==> src/rtl/contador_embalagem.sv <==
// contador_embalagem: bottle-per-box counter with conveyor gating and timed box exchange.
// Optional CONT_CAIXAS_EN adds total_caixas output and limpa_erro input.
module contador_embalagem #(
  parameter int GARRAFAS_POR_CAIXA = 6,
  parameter int TEMPO_TROCA = 4
) (
  input  logic       clk,
  input  logic       reset,
  input  logic       gc_in,
  input  logic       cx_presente,
`ifdef CONT_CAIXAS_EN
  input  logic       limpa_erro,
  output logic [7:0] total_caixas,
`endif
  output logic       esteira,
  output logic       troca_cx,
  output logic [3:0] cnt_garrafas,
  output logic       cx_cheia,
  output logic       erro,
  output logic [1:0] estado
);
  typedef enum logic [1:0] {ESPERA_CAIXA = 2'b00, ENCHENDO = 2'b01, TROCA = 2'b10, ERRO = 2'b11} state_t;
  state_t st, st_n;
  logic gc_prev, ev, erro_n, cheia_n;
  logic [3:0] cnt_n;
  logic [7:0] tmr, tmr_n;
  assign ev = gc_in & ~gc_prev;
  assign estado = st;
  always_comb begin
    st_n = st;
    cnt_n = cnt_garrafas;
    tmr_n = tmr;
    erro_n = erro;
    cheia_n = 1'b0;
`ifdef CONT_CAIXAS_EN
    if (st == ESPERA_CAIXA && limpa_erro) erro_n = 1'b0;
`endif
    case (st)
      ESPERA_CAIXA:
        if (ev) begin
          st_n = ERRO;
          erro_n = 1'b1;
        end else if (cx_presente) begin
          st_n = ENCHENDO;
          cnt_n = 4'd0;
        end
      ENCHENDO:
        if (ev && !cx_presente) begin
          st_n = ERRO;
          erro_n = 1'b1;
        end else if (ev) begin
          cnt_n = cnt_garrafas + 4'd1;
          if (cnt_n == 4'(GARRAFAS_POR_CAIXA)) begin
            st_n = TROCA;
            cheia_n = 1'b1;
            tmr_n = 8'(TEMPO_TROCA);
          end
        end else if (!cx_presente) begin
          st_n = cnt_garrafas == 4'd0 ? ESPERA_CAIXA : ERRO;
          erro_n = erro | (cnt_garrafas != 4'd0);
        end
      TROCA: begin
        if (ev) erro_n = 1'b1;
        if (tmr <= 8'd1) begin
          st_n = ESPERA_CAIXA;
          cnt_n = 4'd0;
          tmr_n = 8'd0;
        end else tmr_n = tmr - 8'd1;
      end
      default: st_n = cx_presente ? ERRO : ESPERA_CAIXA;
    endcase
  end
  always_ff @(posedge clk or posedge reset)
    if (reset) begin
      st <= ESPERA_CAIXA;
      gc_prev <= 1'b0;
      tmr <= 8'd0;
      cnt_garrafas <= 4'd0;
      erro <= 1'b0;
      cx_cheia <= 1'b0;
      esteira <= 1'b0;
      troca_cx <= 1'b0;
    end else begin
      st <= st_n;
      gc_prev <= gc_in;
      tmr <= tmr_n;
      cnt_garrafas <= cnt_n;
      erro <= erro_n;
      cx_cheia <= cheia_n;
      esteira <= st_n == ENCHENDO;
      troca_cx <= st_n == TROCA;
    end
`ifdef CONT_CAIXAS_EN
  always_ff @(posedge clk or posedge reset)
    if (reset) total_caixas <= 8'd0;
    else total_caixas <= total_caixas + {7'd0, cheia_n};
`endif
endmodule

==> config.mk <==
export PLATFORM = sky130hd
export DESIGN_NAME = contador_embalagem
export DESIGN_NICKNAME = d
export VERILOG_FILES = /design/src/rtl/contador_embalagem.sv
export SDC_FILE = /design/constraint.sdc
export NUM_CORES = 1
export LEC_CHECK = 0
export CAP_MARGIN = 15
export CORE_AREA = 2 2 47 49
export DETAILED_ROUTE_END_ITERATION = 16
export DIE_AREA = 0 0 49 51
export PLACE_DENSITY_LB_ADDON = 0.25
export SLEW_MARGIN = 20
export SYNTH_ARGS = -nofsm -noshare
export SYNTH_HDL_FRONTEND = slang
export SYNTH_SLANG_ARGS = --single-unit
==> constraint.sdc <==
create_clock -name clk -period 4.6 [get_ports clk]
set_input_delay 0.69 -clock clk [delete_from_list [all_inputs] [get_ports clk]]
set_output_delay 0.69 -clock clk [all_outputs]
set_load 0.005 [all_outputs]
==> summary.md, run 1 <==
| Metric | Value |
|---|---|
| Family of cells with the greatest summed delay on the critical path | flip-flops |
| Chip height | 51 µm |
| Sequential fraction of the synthesis area | 0.434 |
| Xor/xnor cell area share of the yosys netlist | 0.00800 |
| Yosys warning total | 0 |
| Compound-cell area share of the yosys netlist | 0.182 |
| H-tree depth reported by CTS | 1 |
| Floorplan row count | 17 |
| Multiplexer share of the synthesized area | 0.0274 |
| Antenna-violating nets left | 0 |
| Leading cell types by count after synthesis | sky130_fd_sc_hd__dfrtp_1, sky130_fd_sc_hd__nor2_1, sky130_fd_sc_hd__nand2_1, sky130_fd_sc_hd__nor3_1 |
| Final antenna diode count | 0 |
| Crit path cell chain | clkdlybuf4s50_1 |
| Static Leak | roughly 0.54 nW |
| CTS sink cnt | 19 |
| Area overhead of the layout relative to synthesis | 16.0% |
| Via count | 899 |
| Outcome | finished clean |
| Synth Net Count | 129 |
| Slew at the pin closest to its max-slew limit | 722 ps |
| Global route total overflow | 0 |
| Count of final setup violators | 0 |
| Max-slew headroom at the worst pin | 0.518 |
| VDD IR-drop max | 0.350 mV |
| Proportion of netlist area held by the largest area contributor | 0.434 |
| Unrepaired setup endpoints after global routing | no |
| Netlist cell types | 39 |
| Timing endpoint of the critical path | estado[0] |
| Async set-or-reset flop fraction in the synthesized netlist | 1.00 |
| Largest net degree at the start of global routing | 20 |
| Fraction of layout instances using a drive strength above 1 | 0.0677 |
| Relative contribution of the clock network to total power | 0.128 |
| Summed area of non-filler cells in the final layout | 1270 µm² |
| Sequential fraction of design power | 0.461 |
| P_sw | 263 µW |
| Total global routing track utilization | 0.196 |
| Final critical-path required period | 2210 ps |
| EDFF count, synth | 0 |
| Initial standard-cell utilization of the core | 0.531 |
| Hold Buf Count CTS | 0 |
| Number of cells on the worst hold path | 1 |
| Average wire per cell in the routed design | 12.9 µm |
| Maximum fanout along the worst path | 15 |
| Area of the die | 2500 µm² |
| Post-Syn Area | 1090 µm² |
| Total clock buffers created by CTS | 3 |
| Post-synthesis share of cell area spent on full adders, half adders and majority gates | 0.0571 |
| Final cell count without fillers | 161 |
| Clk_lat worst skew | 300 ps |
| Vias in the first global route | 846 |
| Via density | between 5 and 6 |
| Reg2Reg Launch Point | tmr[2] |
| Cell area after placement | 1240 µm² |
| Residual DRC count | 0 |
| Detailed Place HPWL | 1520 µm |
| Largest cells by area after synthesis | sky130_fd_sc_hd__dfrtp_1, sky130_fd_sc_hd__ha_1, sky130_fd_sc_hd__nor2_1 |
| Routability congestion estimate from global placement | 0.755 |
| Simple-gate share of the synthesized area | 0.251 |
| Max Cap Viol | 0 |
| Worst R2R End | cnt_garrafas[2] |
| Critical Path Max Stage Delay | 630 ps |
| Data required time at the worst endpoint | slightly below 4000 ps |
| Final period util | 0.481 |
| Final Core Density | 0.616 |
| Aggregate negative setup slack | 0 ps |
| Cell Int Power | 385 µW |
| Mean instance size in the synthesized netlist | between 9 and 10 µm² |
| Horizontal die dimension | 49 µm |
| First-pass GRT wire length | 3680 µm |
| Clock tree from TritonCTS | done |
| Maximum clock path buffer count | 2 |
| Switching share of power | 0.406 |
| Critical Path Sink Type | output pin |
| Dominant cell type by area after synthesis | sky130_fd_sc_hd__dfrtp_1 |
| WP data arrival | between 1500 and 2000 ps |
| Class of the worst hold path | flop to flop |
| CP startpoint kind | flop |
| Wire length reported by the detailed router | ~2100 µm |
| Clock edge transition at the registers on the reported setup and hold paths | ~110 ps |
| Final #Nets | 143 |
| Type of the worst setup path | flop to output pin |
| Cell with the largest stage delay on the worst path | sky130_fd_sc_hd__dfrtp_1 |
| Stages on worst setup path | 1 |
| Pins Over Slew Limit | 0 |
| Power per unit of standard cell area | 511 nW/µm² |
| Post-CTS setup buffer count | 0 |
| Cells after Synth | between 100 and 150 |
| Portion of total power attributed to combinational logic | 0.411 |
| Total placed cells including tap cells | 157 |
| Router iterations before antenna repair | 4 |
| Upper clock frequency limit | 452 MHz |
| Largest clock skew in the final design | 9.99 ps |
| Number of antenna violations at the first check in global routing | 0 |
| IO Count | 14 |
| Fin. Hold Viols | 0 |
| Main synth FF type | sky130_fd_sc_hd__dfrtp_1 |
| Most frequent cell after synthesis | sky130_fd_sc_hd__dfrtp_1 |
| CTS Root Cell | sky130_fd_sc_hd__clkbuf_4 |
| Reg2Reg Depth | 5 |
| Final Power | 649 µW |
| Critical path startpoint | estado[0] |
| Core footprint | 2060 µm² |
| Initial DRC Count | 15 |
| Total of flip-flops plus latches after synthesis | 19 |
| Resize count post-CTS | 0 |
| Port buffer count | 13 |
| Worst R2R Setup Slack | between 2000 and 3000 ps |
| Buffer and inverter count on the worst path | 1 |
| Main combinational cell family by area after synthesis | simple AND/OR/NAND/NOR gates |
logic make-up after synthesis:
family | Yosys count
AO/OA/AOI/OAI | 29
XOR/XNOR | 1
adder cells (fa/ha/maj) | 5
buffers and inverters | 11
flip-flops | 19
multiplexers | 3
AND/OR/NAND/NOR | 52
metal layers:
metal  share of wire  GRT usage
met1            0.45      0.240
met2            0.50      0.336
met3           0.034     0.0380
met4           0.016     0.0905
met5               0          0
final cells by class:
type,instances,area (µm²)
fill,205,793
multi-input combinational,90,576
inverter,7,26.3
tap,28,35.0
clock inverter,1,5.00
clock buffer,3,22.5
sequential,19,475
timing repair buffer,13,130
power groups by stage:
stage                     Sequential, mW  Clock [mW]  Combinational (mW)
final                              0.299      0.0832               0.267
after floorplan                    0.274           0               0.201
after global placement             0.299           0               0.263
after global routing               0.312      0.0943               0.307
after detailed placement           0.302           0               0.269
after CTS                          0.298      0.0868               0.269
registers in the layout, summed over array words and instances (netlist names):
signal / cells
erro: 1
tmr: 8
cx_cheia: 1
estado: 2
esteira: 1
cnt_garrafas: 4
gc_prev: 1
troca_cx: 1
placed cells by master, fill, tap and decap left out, types with 2 or more instances in the layout:
| master | count |
|---|---|
| sky130_fd_sc_hd__a21o_1 | 2 |
| sky130_fd_sc_hd__a21oi_1 | 4 |
| sky130_fd_sc_hd__a31oi_1 | 2 |
| sky130_fd_sc_hd__clkbuf_4 | 3 |
| sky130_fd_sc_hd__clkdlybuf4s50_1 | 13 |
| sky130_fd_sc_hd__dfrtp_1 | 19 |
| sky130_fd_sc_hd__ha_1 | 5 |
| sky130_fd_sc_hd__inv_1 | 7 |
| sky130_fd_sc_hd__mux2i_1 | 3 |
| sky130_fd_sc_hd__nand2_1 | 12 |
| sky130_fd_sc_hd__nand2b_1 | 3 |
| sky130_fd_sc_hd__nand3_1 | 4 |
| sky130_fd_sc_hd__nor2_1 | 13 |
| sky130_fd_sc_hd__nor2b_1 | 3 |
| sky130_fd_sc_hd__nor3_1 | 8 |
| sky130_fd_sc_hd__o21ai_0 | 7 |
| sky130_fd_sc_hd__o21ai_1 | 3 |
metrics by stage:
| stage | hold slack [ps] | worst slack [ps] |
|---|---|---|
| floorplan | 451 | 2720 |
| global placement | 450 | 2170 |
| detailed placement | 453 | 2100 |
| CTS | 481 | 2390 |
| global route | 489 | 2270 |
| finish | 478 | 2390 |
worst min path at each step:
stage	from	endpoint	slack [ps]
finish	erro	erro	480
global route	erro	erro	490
detailed placement	erro	erro	450
CTS	erro	erro	480
global placement	erro	erro	450
floorplan	erro	erro	450
(Power assumes the default switching activity.)
==> run 2: changes to the inputs <==
--- a/config.mk
+++ b/config.mk
@@ -6,9 +6,9 @@
 export NUM_CORES = 1
 export LEC_CHECK = 0
 export CAP_MARGIN = 15
-export CORE_AREA = 2 2 47 49
+export CORE_AREA = 2 2 49 51
 export DETAILED_ROUTE_END_ITERATION = 16
-export DIE_AREA = 0 0 49 51
+export DIE_AREA = 0 0 51 53
 export PLACE_DENSITY_LB_ADDON = 0.25
 export SLEW_MARGIN = 20
 export SYNTH_ARGS = -nofsm -noshare
==> constraint.sdc (replaced) <==
create_clock -name clk -period 2.05 [get_ports clk]
set_input_delay 0.3075 -clock clk [delete_from_list [all_inputs] [get_ports clk]]
set_output_delay 0.3075 -clock clk [all_outputs]
set_load 0.005 [all_outputs]
==> run 2 against run 1 <==
- critical path depth increased by 5
- critical path type is now flop to flop
- sequential power increased by 120%
- worst hold slack got worse by 160 ps
- register-to-register slack worse by 2400 ps
- count of clock-buffer cells in the layout unchanged
- wire length up 5.6%
- clock skew fell by 7.4 ps
==> summary.md, run 2 (synthesized netlist as in run 1, its figures left out) <==
| Metric | Value |
|---|---|
| Largest reg by FF count | tmr |
| GRT met2 Usage | 0.333 |
| Upper clock frequency limit | 538 MHz |
| Data required time at the worst endpoint | approximately 2200 ps |
| Hold Buf Count CTS | 0 |
| Static Leak | 0.575 nW |
| Power per unit of standard cell area | 1130 nW/µm² |
| Combined area of the multi-input logic cells | 576 µm² |
| Routability congestion estimate from global placement | 0.848 |
| Largest net degree at the start of global routing | 20 |
| Max-slew headroom at the worst pin | 0.759 |
| Reg2Reg Depth | 6 |
| Antenna-violating nets left | 0 |
| Floorplan row count | 17 |
| Clk_lat worst skew | 300 ps |
| Residual DRC count | 0 |
| H-tree depth reported by CTS | 1 |
| Fraction of layout instances using a drive strength above 1 | 0.121 |
| Resize count post-CTS | 0 |
| Total global routing track utilization | 0.194 |
| Pins Over Slew Limit | 0 |
| Leading cell type in the layout, fill and taps excluded | sky130_fd_sc_hd__dfrtp_1 |
| CTS Root Cell | sky130_fd_sc_hd__clkbuf_4 |
| Via density | 5.63 |
| Vias in the first global route | roughly 890 |
| Count of final setup violators | 0 |
| Horizontal die dimension | 51 µm |
| Maximum fanout along the worst path | 9 |
| Final critical-path required period | between 1500 and 2000 ps |
| Count of fill cells added during filler insertion | about 190 |
| Outcome | finished clean |
| Critical Path Sink Type | flop |
| Wire length reported by the detailed router | 2190 µm |
| Type of the worst setup path | flop to flop |
| Router iterations before antenna repair | 4 |
| Number of antenna violations at the first check in global routing | 0 |
| Detailed Place HPWL | 1600 µm |
| Port buffer count | 13 |
| Max Cap Viol | 0 |
| Final period util | 0.907 |
| Area overhead of the layout relative to synthesis | 21.5% |
| Largest clock skew in the final design | approximately 2.6 ps |
| Highest-utilization routing layer at the global route stage | met2 |
| Final antenna diode count | 0 |
| Routing usage on met1 | 0.239 |
| Class of the worst hold path | input pin to asynchronous set/reset pin |
| Met3 Track Usage GR | 0.0254 |
| Top library cells by usage in the layout, fill and taps aside | sky130_fd_sc_hd__dfrtp_1, sky130_fd_sc_hd__nor2_1, sky130_fd_sc_hd__clkdlybuf4s50_1, sky130_fd_sc_hd__nand2_1 |
| IO Count | 14 |
| Fin. Hold Viols | 0 |
| Clock edge transition at the registers on the reported setup and hold paths | ~110 ps |
| CP startpoint kind | flop |
| Flip-flop count of the largest register after layout | 8 |
| Core footprint | 2150 µm² |
| Slew at the pin closest to its max-slew limit | roughly 360 ps |
| WP data arrival | between 2000 and 2500 ps |
| Unrepaired setup endpoints after global routing | no |
| CTS sink cnt | 19 |
| Initial standard-cell utilization of the core | 0.510 |
| Total clock buffers created by CTS | 3 |
| Initial DRC Count | 28 |
| Average wire per cell in the routed design | 13.0 µm |
| VDD IR-drop max | 0.810 mV |
| Post-CTS setup buffer count | 0 |
| First-pass GRT wire length | 3890 µm |
| Final Core Density | 0.619 |
| Aggregate negative setup slack | 0 ps |
| Via count | ~950 |
| Register area | 475 µm² |
| Clock tree from TritonCTS | done |
| Final #Nets | roughly 150 |
| Chip height | 53 µm |
| Area of the die | 2700 µm² |
| Maximum clock path buffer count | 2 |
| Global route total overflow | 0 |
run 2: power by group:
| group | switching, mW | total, mW | internal (mW) |
|---|---|---|---|
| Combinational | 0.330 | 0.664 | 0.334 |
| Clock | 0.119 | 0.192 | 0.0728 |
| Sequential | 0.162 | 0.652 | 0.490 |
| Total | 0.611 | 1.51 | 0.897 |
run 2: final timing paths:
path,from,to,slack (ps)
max,tmr[2],cnt_garrafas[3],190
max reg2reg,tmr[2],cnt_garrafas[3],190
min in group clk,erro,erro,480
max in group asynchronous,reset,tmr[3],1530
min,reset,erro,320
min reg2reg,erro,erro,480
run 2: final cells by class:
cell class / instances / share of cell area
flip-flops and latches: 19 / 0.357
clock inverters: 1 / 0.00376
multi-input cells: 90 / 0.433
well taps: 28 / 0.0263
repair buffers: 21 / 0.143
inverters: 7 / 0.0198
clock buffers: 3 / 0.0169
run 2: critical path, stage by stage, from the launching register on:
cell and delay, ps:
sky130_fd_sc_hd__dfrtp_1 460, sky130_fd_sc_hd__or4_4 590, sky130_fd_sc_hd__nor4_4 140, sky130_fd_sc_hd__buf_4 210
sky130_fd_sc_hd__a32oi_2 110, sky130_fd_sc_hd__o21ai_1 160, sky130_fd_sc_hd__o31ai_1 80
run 2: metrics by stage:
stage	worst slack, ps	instances	power, mW	hold slack [ps]	instance area, µm²
after floorplan	277	120	1.06	259	1090
after global placement	197	165	1.30	443	1300
after global routing	22.4	169	1.65	363	1330
after CTS	194	169	1.52	322	1330
after detailed placement	126	165	1.32	456	1300
final	190	169	1.51	316	1330
run 2: layer usage:
metal / part of all wire / up-vias
met4: 0.019 / 0
met3: 0.056 / 5
met5: 0 / -
li1: - / 470
met2: 0.48 / 34
met1: 0.44 / 443
==> RTL edit (settings of run 2) <==
Remove the register `cx_cheia`: a continuous assignment takes its place, so the output `cx_cheia` follows one clock earlier.
--- a/src/rtl/contador_embalagem.sv
+++ b/src/rtl/contador_embalagem.sv
@@ -79,3 +79,2 @@
       erro <= 1'b0;
-      cx_cheia <= 1'b0;
       esteira <= 1'b0;
@@ -88,3 +87,2 @@
       erro <= erro_n;
-      cx_cheia <= cheia_n;
       esteira <= st_n == ENCHENDO;
@@ -92,2 +90,4 @@
     end
+
+  assign cx_cheia = cheia_n;
 `ifdef CONT_CAIXAS_EN
Check against the original RTL: no difference found for any inputs over 10 cycles, from zero or initial values and one cycle with reset high; that may be too few to reach the edited logic, so the function may still have changed.
==> RTL edit against run 2 <==
Via count is 1.5% lower. Clock skew up 0.0066 ns. Global-route usage grew 2.4 points. Cell count decreased by 4.1%. Critical endpoint is now cx_cheia. Count of clock-buffer cells in the layout grew 1. Synthesized cell count shrank 13%. Wire length grew 15%. Total power rose by 5.7%. Area after synthesis decreased by 1.7%. Sequential cell count down 1. Worst setup slack lost 0.14 ns. Cell area up 6.8%.
==> RTL edit: results (changes against run 2) <==
- Clock network power share: 14.0% (+1.3 points)
- Reported sequential group power: 0.566 mW (-13%)
- The share of synthesized cell area in full adder, half adder and majority cells was 5.81% (+0.10 points).
- Synth cell types: 42 (+7.7%)
- Met2 usage in global routing: 38.1% (+4.8 points)
* Number of post-CTS setup repair buffers: 2 (+2)
- M1 wire length: 1.06 mm (+8.8%)
- The critical path's largest stage delay came to 0.42 ns (-0.17 ns).
- The number of nets produced by synthesis came to 113 (-12%).
- The detailed-route via count was 938 (-1.5%).
* Arrival time of data at the critical path endpoint: 1.69 ns (-0.36 ns)
- The startpoint identified for the worst register-to-register timing path is tmr[3].
- On the critical path, the stage with the largest delay is an instance of sky130_fd_sc_hd__dfrtp_1.
- The depth of the most critical reg-to-reg path was 4 (-2).
- Number of global-route vias before repair: 916 (+3.5%)
* Biggest area contributors in the synthesized netlist: sky130_fd_sc_hd__dfrtp_1 (42%), sky130_fd_sc_hd__ha_1 (5.8%), sky130_fd_sc_hd__xnor2_1 (4.9%)
- Global-route wire length before repair: 4.23 mm (+8.7%)
* Portion of netlist area occupied by mux cells: 1.05% (-1.7 points)
- The global placement routability congestion came to 0.779 (-8.1%).
- Placed Instances: 156 (-5.5%)
* Register-to-register path setup slack: 0.08 ns (-0.11 ns)
* Clock skew: 0.00915 ns (+0.00659 ns)
* Switching Fraction: 37.8% (-2.8 points)
- Met3 track utilization from global routing: 3.95% (+1.4 points)
* Pin count of the biggest net entering global routing: 19 (-5.0%)
* Leakage Power: 0.619 nW (+7.6%)
- The sequential share of the synthesized area was 41.9% (-1.6 points).
- Number of port buffers: 13 (unchanged)
- Status: finished clean
- Fill cell count: 174 (-6.5%)
- Final net count: 144 (-4.6%)
- Iter 0 DRT Violations: 31 (+11%)
- The total half-perimeter wirelength after legalization and detailed placement was 1.77 mm (+10%).
- The internal power summed over all cells was 0.993 mW (+11%).
* Worst VDD drop: 621 uV (-23%)
- The wire length reported by the detailed router was 2.52 mm (+15%).
* Source of the critical timing path: cnt_garrafas[0]
- The number of gates given a new drive strength after cts is 7 (+7).
- The commonest cells after synthesis are sky130_fd_sc_hd__dfrtp_1 (18), sky130_fd_sc_hd__nor2_1 (9), sky130_fd_sc_hd__inv_1 (8).
- The global-route total usage across every layer came to 21.8% (+2.4 points).
* Critical path endpoint: cx_cheia
- Met1 capacity usage during global routing: 24.6% (+0.76 points)
- Area fraction in compound gates after synthesis: 18.1% (-0.032 points)
## RTL edit: stage by stage
| stage | worst slack [ns] | cell area, um2 | hold WS [ns] | utilization [%] |
|---|---|---|---|---|
| 3_3_place_gp | -0.101 | 1330 | 0.438 | 62.1 |
| 6_report | 0.0486 | 1420 | 0.398 | 66.1 |
| 5_1_grt | 0.000406 | 1420 | 0.475 | 66.1 |
| 3_5_place_dp | -0.150 | 1330 | 0.456 | 62.1 |
| 2_1_floorplan | 0.189 | 1080 | 0.246 | - |
| 4_1_cts | 0.0490 | 1410 | 0.428 | 65.6 |
## RTL edit: area by class of cell
type                       instances  area [um2]  share of cell area, %
clock buffer                       4        36.3                   2.56
inverter                           8        30.0                   2.11
multi-input combinational         75         609                   42.9
sequential                        18         452                   31.8
tap                               28        35.0                   2.47
timing repair buffer              29         258                   18.1
## RTL edit: logic make-up after synthesis
family,after synthesis
simple gates,39
compound gates,23
flops,18
buf+inv,11
xor+xnor,7
fa+ha+maj,5
mux,1
